[src/rtl/imem_pkg.sv]
// rtl/imem_pkg.sv - shared constants, boot image and state type for imem_sync
package imem_pkg;

    localparam logic [31:0] NOP = 32'h00000000;
    localparam int BOOT_LEN = 4;

    // addi x1,xzr,#15 ; nop ; nop ; stur x1,[x0,#0]
    localparam logic [31:0] BOOT_IMAGE [BOOT_LEN] = '{
        32'h91003fe1,
        NOP,
        NOP,
        32'hf8000001
    };

    typedef enum logic {
        INIT,
        RUN
    } imem_state_t;

    function automatic logic [31:0] boot_word(input int idx);
        if (idx < BOOT_LEN) begin
            return BOOT_IMAGE[idx];
        end
        return NOP;
    endfunction

endpackage

[src/rtl/imem_ram.sv]
// rtl/imem_ram.sv - simple dual-port RAM, one write port, one read-first synchronous read port
module imem_ram #(
    parameter int N      = 32,
    parameter int DEPTH  = 64,
    parameter int ADDR_W = $clog2(DEPTH)
) (
    input  logic              clk,
    input  logic              we,
    input  logic [ADDR_W-1:0] waddr,
    input  logic [N-1:0]      wdata,
    input  logic              re,
    input  logic [ADDR_W-1:0] raddr,
    output logic [N-1:0]      rdata
);

    logic [N-1:0] mem [DEPTH];

    // Non-blocking read of the same array gives old data on a same-word write.
    always_ff @(posedge clk) begin
        if (we) begin
            mem[waddr] <= wdata;
        end
        if (re) begin
            rdata <= mem[raddr];
        end
    end

endmodule

[src/rtl/imem_sync.sv]
// rtl/imem_sync.sv - registered instruction memory with boot copy, stall, flush and reload port
module imem_sync
    import imem_pkg::*;
#(
    parameter int N      = 32,
    parameter int DEPTH  = 64,
    parameter int ADDR_W = $clog2(DEPTH),
    parameter int PC_W   = 64
) (
    input  logic              clk,
    input  logic              reset,
    input  logic [PC_W-1:0]   pc,
    input  logic              en,
    input  logic              flush,
    input  logic              prog_we,
    input  logic [ADDR_W-1:0] prog_addr,
    input  logic [N-1:0]      prog_data,
    output logic [N-1:0]      q,
    output logic              valid,
    output logic              ready,
    output logic              misalign,
    output logic              oob
);

    imem_state_t       state, state_n;
    logic [ADDR_W-1:0] cnt, cnt_n;
    logic              ready_n, valid_n, misalign_n, oob_n;
    logic              q_nop, q_nop_n;

    logic              ram_we, ram_re;
    logic [ADDR_W-1:0] ram_waddr;
    logic [N-1:0]      ram_wdata;
    logic [N-1:0]      ram_rdata;

    logic              pc_mis, pc_oob;

    assign pc_mis = (pc[1:0] != 2'b00);
    assign pc_oob = (pc[PC_W-1:ADDR_W+2] != '0);

    always_comb begin
        state_n    = state;
        cnt_n      = cnt;
        ready_n    = ready;
        valid_n    = valid;
        misalign_n = misalign;
        oob_n      = oob;
        q_nop_n    = q_nop;
        ram_we     = 1'b0;
        ram_re     = 1'b0;
        ram_waddr  = prog_addr;
        ram_wdata  = prog_data;

        unique case (state)
            INIT: begin
                ram_we    = ~reset;
                ram_waddr = cnt;
                ram_wdata = N'(boot_word(int'(cnt)));
                cnt_n     = cnt + 1'b1;
                q_nop_n   = 1'b1;
                valid_n   = 1'b0;
                if (cnt == ADDR_W'(DEPTH - 1)) begin
                    state_n = RUN;
                    ready_n = 1'b1;
                end
            end
            RUN: begin
                ram_we = prog_we & ~reset;
                if (flush) begin
                    q_nop_n    = 1'b1;
                    valid_n    = 1'b0;
                    misalign_n = 1'b0;
                    oob_n      = 1'b0;
                end else if (en) begin
                    ram_re     = 1'b1;
                    q_nop_n    = pc_mis | pc_oob;
                    valid_n    = 1'b1;
                    misalign_n = pc_mis;
                    oob_n      = pc_oob;
                end
            end
            default: state_n = INIT;
        endcase
    end

    always_ff @(posedge clk) begin
        if (reset) begin
            state    <= INIT;
            cnt      <= '0;
            ready    <= 1'b0;
            valid    <= 1'b0;
            misalign <= 1'b0;
            oob      <= 1'b0;
            q_nop    <= 1'b1;
        end else begin
            state    <= state_n;
            cnt      <= cnt_n;
            ready    <= ready_n;
            valid    <= valid_n;
            misalign <= misalign_n;
            oob      <= oob_n;
            q_nop    <= q_nop_n;
        end
    end

    imem_ram #(
        .N     (N),
        .DEPTH (DEPTH),
        .ADDR_W(ADDR_W)
    ) u_ram (
        .clk  (clk),
        .we   (ram_we),
        .waddr(ram_waddr),
        .wdata(ram_wdata),
        .re   (ram_re),
        .raddr(pc[ADDR_W+1:2]),
        .rdata(ram_rdata)
    );

    // Read data is stale across flush/reset/bad fetch; q_nop masks it to NOP.
    assign q = q_nop ? N'(NOP) : ram_rdata;

endmodule

[config.mk]
export PLATFORM = sky130hd
export DESIGN_NAME = imem_sync
export DESIGN_NICKNAME = d
export VERILOG_FILES = /design/src/rtl/imem_pkg.sv /design/src/rtl/imem_ram.sv /design/src/rtl/imem_sync.sv
export SDC_FILE = /design/constraint.sdc
export NUM_CORES = 2
export LEC_CHECK = 0
export CORE_MARGIN = 4
export CORE_UTILIZATION = 62
export DETAILED_ROUTE_END_ITERATION = 16
export GPL_TIMING_DRIVEN = 0
export PLACE_DENSITY_LB_ADDON = 0.05
export SLEW_MARGIN = 10
export SYNTH_ARGS = -nofsm -noshare
export SYNTH_HDL_FRONTEND = slang
export SYNTH_SLANG_ARGS = --single-unit
[constraint.sdc]
create_clock -name clk -period 3.88 [get_ports clk]
set_input_delay 0.582 -clock clk [delete_from_list [all_inputs] [get_ports clk]]
set_output_delay 0.582 -clock clk [all_outputs]
set_load 0.005 [all_outputs]
== After elaboration in Yosys (flattened, before gate mapping) ==
Memory sizes are Yosys's and may differ from the RTL's. A register that Yosys moved wholly into a read port is not among the register bits.
Index checks and enable logic that the tools add are counted.

* Word-level logic and storage cells: 51
* Bits in writable memories: 2048
* Register bits: 12
* Memory bits (read-only): 0
* Memories kept: 1
* Bits in latches: 0

* Bitwise logic cells: 5
* Order comparisons: 2
* Shifts and indexed selects: 0
* $add $sub $neg: 1
* Eq/ne operators: 2
* Multiply operators: 0
* Div/mod/pow operators: 0
* Multiplexer cells: 28
* Reduce and logical (&&, ||, !) cells: 5

{| class="wikitable"
|+ Memories
! memory !! words !! bits a word !! read ports !! clocked after memory_dff !! write ports !! line !! RTL
|-
| u_ram.mem || 64 || 32 || 1 || 1 || 1 || imem_ram.sv:16 || <nowiki>logic [N-1:0] mem [DEPTH];</nowiki>
|}

{| class="wikitable"
|+ Operators by type and width
! cell !! number
|-
| $mux 32 || 6
|-
| $bmux 32 s2 || 1
|-
| $reduce_bool 56->1 || 1
|-
| $ge 32x3->1 const B || 1
|-
| $not 6->32 || 1
|-
| $mux 1 || 17
|-
| $add 6x1->6 const B || 1
|-
| $eq 6x6->1 const B || 1
|-
| $lt 6x3->1 const B || 1
|-
| $mux 6 || 1
|-
| $pmux 1 s2 || 3
|-
| $reduce_and 2->1 || 2
|-
| $reduce_bool 2->1 || 2
|-
| $ne 3x3->1 const B || 1
|-
| $not 1->1 || 2
|-
| $and 1x1->1 || 1
|-
| $or 1x1->1 || 1
|}

== Depth between registers and ports, before layout ==
* Word-level depth: 7
* Depth in mapped cells: 10
* Depth with buffers taken out: 5

== By module ==
Synthesis repeated with hierarchy kept, for this count alone.

* Cells, all modules: 3499
* Area total of the unflattened synthesis: 80015.5 µm²

{| class="wikitable"
|+ Modules (own cells, without submodules)
! module !! area each (µm²) !! sequential area each (µm²) !! cells each !! instances
|-
| imem_ram || 78835.6 || 62459.9 || 3324 || 1
|-
| imem_sync || 1179.9 || 240.2 || 175 || 1
|}

== Worst setup path before layout ==
No wires, ideal clock.

* Kind: input-to-reg
* Start: input port prog_addr[4]
* End: memory u_ram.mem[46][0] (enable)
* Path buffers: 0
* Arrival time: 2.809 ns
* Setup time: 0.421 ns
* Slack: 0.649 ns
* Cell stages on the path: 5
* Cells stage by stage: nor2b_1 > a21oi_1 > a2111oi_0 > nand3_1 > nor2_1

* Cells in the longest elaborated chain, start to end: 1

{| class="wikitable"
|+ RTL lines
! element !! line !! RTL
|-
| from (decl) || imem_sync.sv:16 || <nowiki>input logic [ADDR_W-1:0] prog_addr,</nowiki>
|-
| $mux 6 || imem_sync.sv:53 || <nowiki>unique case (state)</nowiki>
|-
| to (decl) || imem_ram.sv:16 ||
|}

No other way between the ends.

==> results by group <==
Timing
  – F_max: 255.3 MHz
  – Final hold violations: 0
  – Final setup margin: -37.59 ps
  – Final period util: 101.0%
  – Slew HR: 1.338%
  – # setup viols final: 1
  – Clk_skew: 24.31 ps
  – Final slew viol count: 0
  – Worst-Margin Slew: 1466 ps
  – Unrepaired setup endpoints after global routing: false
  – Post-layout min period: 3918 ps

Global route
  – Number of global-route vias before repair: 40670
  – Grt total ovfl: 0
  – Largest net degree at the start of global routing: 65
  – First-pass GRT wire length: 306400 um
  – Initial antenna violation count: 4
  – Total global routing track utilization: 32.52%

Synthesis
  – Synth warn: 0
  – Commonest cells post-synth: edfxtp_1 (2080), mux4_2 (416), mux2i_1 (171)
  – Ys flop type: edfxtp_1
  – Count leader, synth: edfxtp_1
  – Number of synthesized flops with an enable pin: 2080
  – Synth top area share: 77.79%
  – Syn Nets: 3833
  – Post-synthesis cell type count: 48
  – Flip-flop and latch count after synthesis: 2092
  – Syn Area/Cell: 21.56 sq um
  – Leading area contributor after synthesis: edfxtp_1
  – Register area share after synthesis: 78.09%
  – Post-synth ARST share: 0%
  – Post-synthesis cell area: 80290 sq um
  – Top post-synthesis cells by area: edfxtp_1 (78%), mux4_2 (12%), mux2i_1 (2.1%)
  – Post-synthesis cell count: 3724

Outcome
  – Outcome: complete, but fails checks
  – Failing checks: max-capacitance violations, negative setup slack

Pwr
  – Sw Ratio: 21.40%
  – Worst VDD drop: 0.4730 mV
  – Clock share of power: 40.4%
  – NetSw: 0.01003 W
  – Pint: 0.03685 W
  – Flop pwr share: 53.7%
  – Part of the power in combinational logic: 5.9%
  – Power Density: 505.5 nW/um^2
  – Pleak: 29.99 nW

Cells and area
  – Finished Cell Area: 92750 sq um
  – Sequential Area: 62700 sq um
  – Multi-input gate area: 17130 sq um
  – Finished Core Util: 72.36%
  – FILL cells: 7457
  – Fin nets: 4269
  – Layout cells sized above 1: 25.68%
  – P&R area growth vs syn: 15.51%

Min path
  – Hold WC Path Type: in -> reg

Die
  – DIE HEIGHT: 367.9 um
  – Placeable Area: 128200 sq um
  – Die area: 135300 sq um
  – Die Wd: 367.9 um
  – Core Rows: 131
  – Starting Density: 62.64%
  – I/O pin total: 143

CTS
  – Hold buffer count at CTS: 0
  – Clock Latency Late Sink: 820 ps
  – PostCTS Resize Cnt: 2
  – CTS sink count: 2092
  – CTS Buf Count: 201
  – H-tree depth: 4
  – Clock root buffer: clkbuf_16
  – Setup bufs post-CTS: 0
  – Clock Path Buffers: 3
  – CTS tree: done
  – Clock Pin Slew Worst Setup and Hold Paths: 60 ps

Drt
  – Pre-antenna DRT Iters: 8
  – Vias per inst: 6.886
  – Routed wire length: 217600 um
  – Vias after detailed routing: 41680
  – Drt drc: 0
  – Drt initial violations: 6285
  – Post-route ant nets: 0
  – DR WL/cell: 35.94 um

Placement
  – GPL Wtd Cong: 0.9510
  – # port buffers: 138
  – HPWL after DPL: 141500 um
  – Area post-placement: 86390 sq um

Worst setup path
  – Max FO, Critical Path: 10
  – Worst-path cell chain: clkdlybuf4s50_1 > clkbuf_1 > clkbuf_1 > clkbuf_1 > a21oi_1 > a221oi_1 > nor4_1
  – Worst endpoint required time: 4370 ps
  – Crit path arrival time: 4410 ps
  – Setup CP Type: in -> reg
  – Startpoint types: primary input
  – Worst path buffer plus inverter count: 4
  – Worst setup EP type: register
  – Slowest Stage Delay on Critical Path: 960 ps
  – Crit-path slowest cell: a221oi_1
  – Top delay family on crit path: buffers and inverters
  – Most used cell, CP: clkbuf_1

Flow run
  – Max-Cap Viols: 1
-- registers in the layout, summed over array words and instances (netlist names) --
| name | count |
|---|---|
| q_nop | 1 |
| valid | 1 |
| oob | 1 |
| ready | 1 |
| state | 1 |
| u_ram.mem | 2048 |
| u_ram.rdata | 32 |
| cnt | 6 |
| misalign | 1 |
-- cell type report --
cell class,instances,area share (%)
Sequential cell,2092,67.60
Tap cell,1729,2.332
Antenna cell,2,0.005396
Clock inverter,111,0.9659
Buffer,208,1.157
Timing Repair Buffer,233,3.572
Clock buffer,254,5.875
Inverter,4,0.01619
Multi-Input combinational cell,1420,18.47
-- final timing paths --
| check | start | to | slack (ps) | cells past startpoint |
|---|---|---|---|---|
| setup / recovery | pc[5] | u_ram.rdata[26] | -40 | 7 |
| hold / removal | flush | valid | 400 | 2 |
| setup reg to reg | state | u_ram.mem[10][14] | 140 | 6 |
| hold reg to reg | ready | ready | 490 | 2 |
-- worst reg2reg max path, cell delays in order, from the launching register on --
cell	delay, ps
dfxtp_1	350
clkbuf_1	230
clkbuf_1	290
o2bb2ai_1	740
nand2_1	690
nor2_4	840
buf_16	260
-- cells by family after synthesis --
family,count (synthesis),synth area share [%]
mux,683,15.15
fa+ha+maj,2,0.03116
simple gates,360,2.144
flops,2092,78.09
compound gates,373,3.212
xor+xnor,2,0.02182
buf+inv,212,1.353
-- power by group through the flow --
stage | sequential (W) | combinational [W] | clock (W)
2_1_floorplan | 0.0257 | 0.00143 | 0
3_3_place_gp | 0.0257 | 0.00253 | 0
3_5_place_dp | 0.0256 | 0.00272 | 0
4_1_cts | 0.0252 | 0.00273 | 0.0191
5_1_grt | 0.0252 | 0.00286 | 0.0201
6_report | 0.0252 | 0.00276 | 0.0190
-- cell usage in the layout (no fill, tap or decap), types with 8 or more instances in the layout --
| cell | netlist | routed |
|---|---|---|
| mux2i_1 | 171 | 171 |
| clkinv_1 | 0 | 47 |
| nand2_1 | 83 | 70 |
| nor2_1 | 129 | 65 |
| nor2_4 | 0 | 64 |
| buf_12 | 0 | 72 |
| o221ai_1 | 35 | 35 |
| clkinv_2 | 0 | 40 |
| dfxtp_1 | 12 | 12 |
| nor4_1 | 45 | 38 |
| clkbuf_16 | 0 | 209 |
| buf_6 | 8 | 8 |
| clkdlybuf4s50_1 | 0 | 138 |
| mux2_2 | 96 | 96 |
| buf_16 | 0 | 16 |
| a31oi_1 | 16 | 16 |
| clkbuf_1 | 87 | 125 |
| a311oi_1 | 24 | 24 |
| buf_4 | 40 | 46 |
| nand3_1 | 8 | 8 |
| nand2b_1 | 15 | 15 |
| a22oi_1 | 28 | 28 |
| a21oi_1 | 72 | 72 |
| o22ai_1 | 125 | 125 |
| o22a_1 | 16 | 16 |
| edfxtp_1 | 2080 | 2080 |
| bufinv_16 | 0 | 14 |
| a221oi_1 | 26 | 25 |
| buf_1 | 9 | 9 |
| mux4_2 | 416 | 416 |
| and2_2 | 0 | 11 |
| buf_2 | 64 | 65 |
| nor2b_1 | 44 | 44 |
-- per-stage QoR --
stage	setup WS [ps]	hold slack, ps	std cells	power [W]	TNS, ps
floorplan	649.4	460.4	3724	0.02708	0
global placement	-1920	456.1	5591	0.02825	-4102220
detailed placement	-807.4	476.5	5686	0.02836	-17430
CTS	50.32	347.4	6051	0.04699	0
global route	30.44	407.5	6051	0.04812	0
finish	-37.59	404.9	6053	0.04688	-37.59
-- per-layer routing --
metal	GRT usage, %	share of wire, %
met1	46.76	38
met2	49.22	46
met3	7.140	11
met4	14.08	5.1
met5	0	0
(Power assumes the default switching activity.)
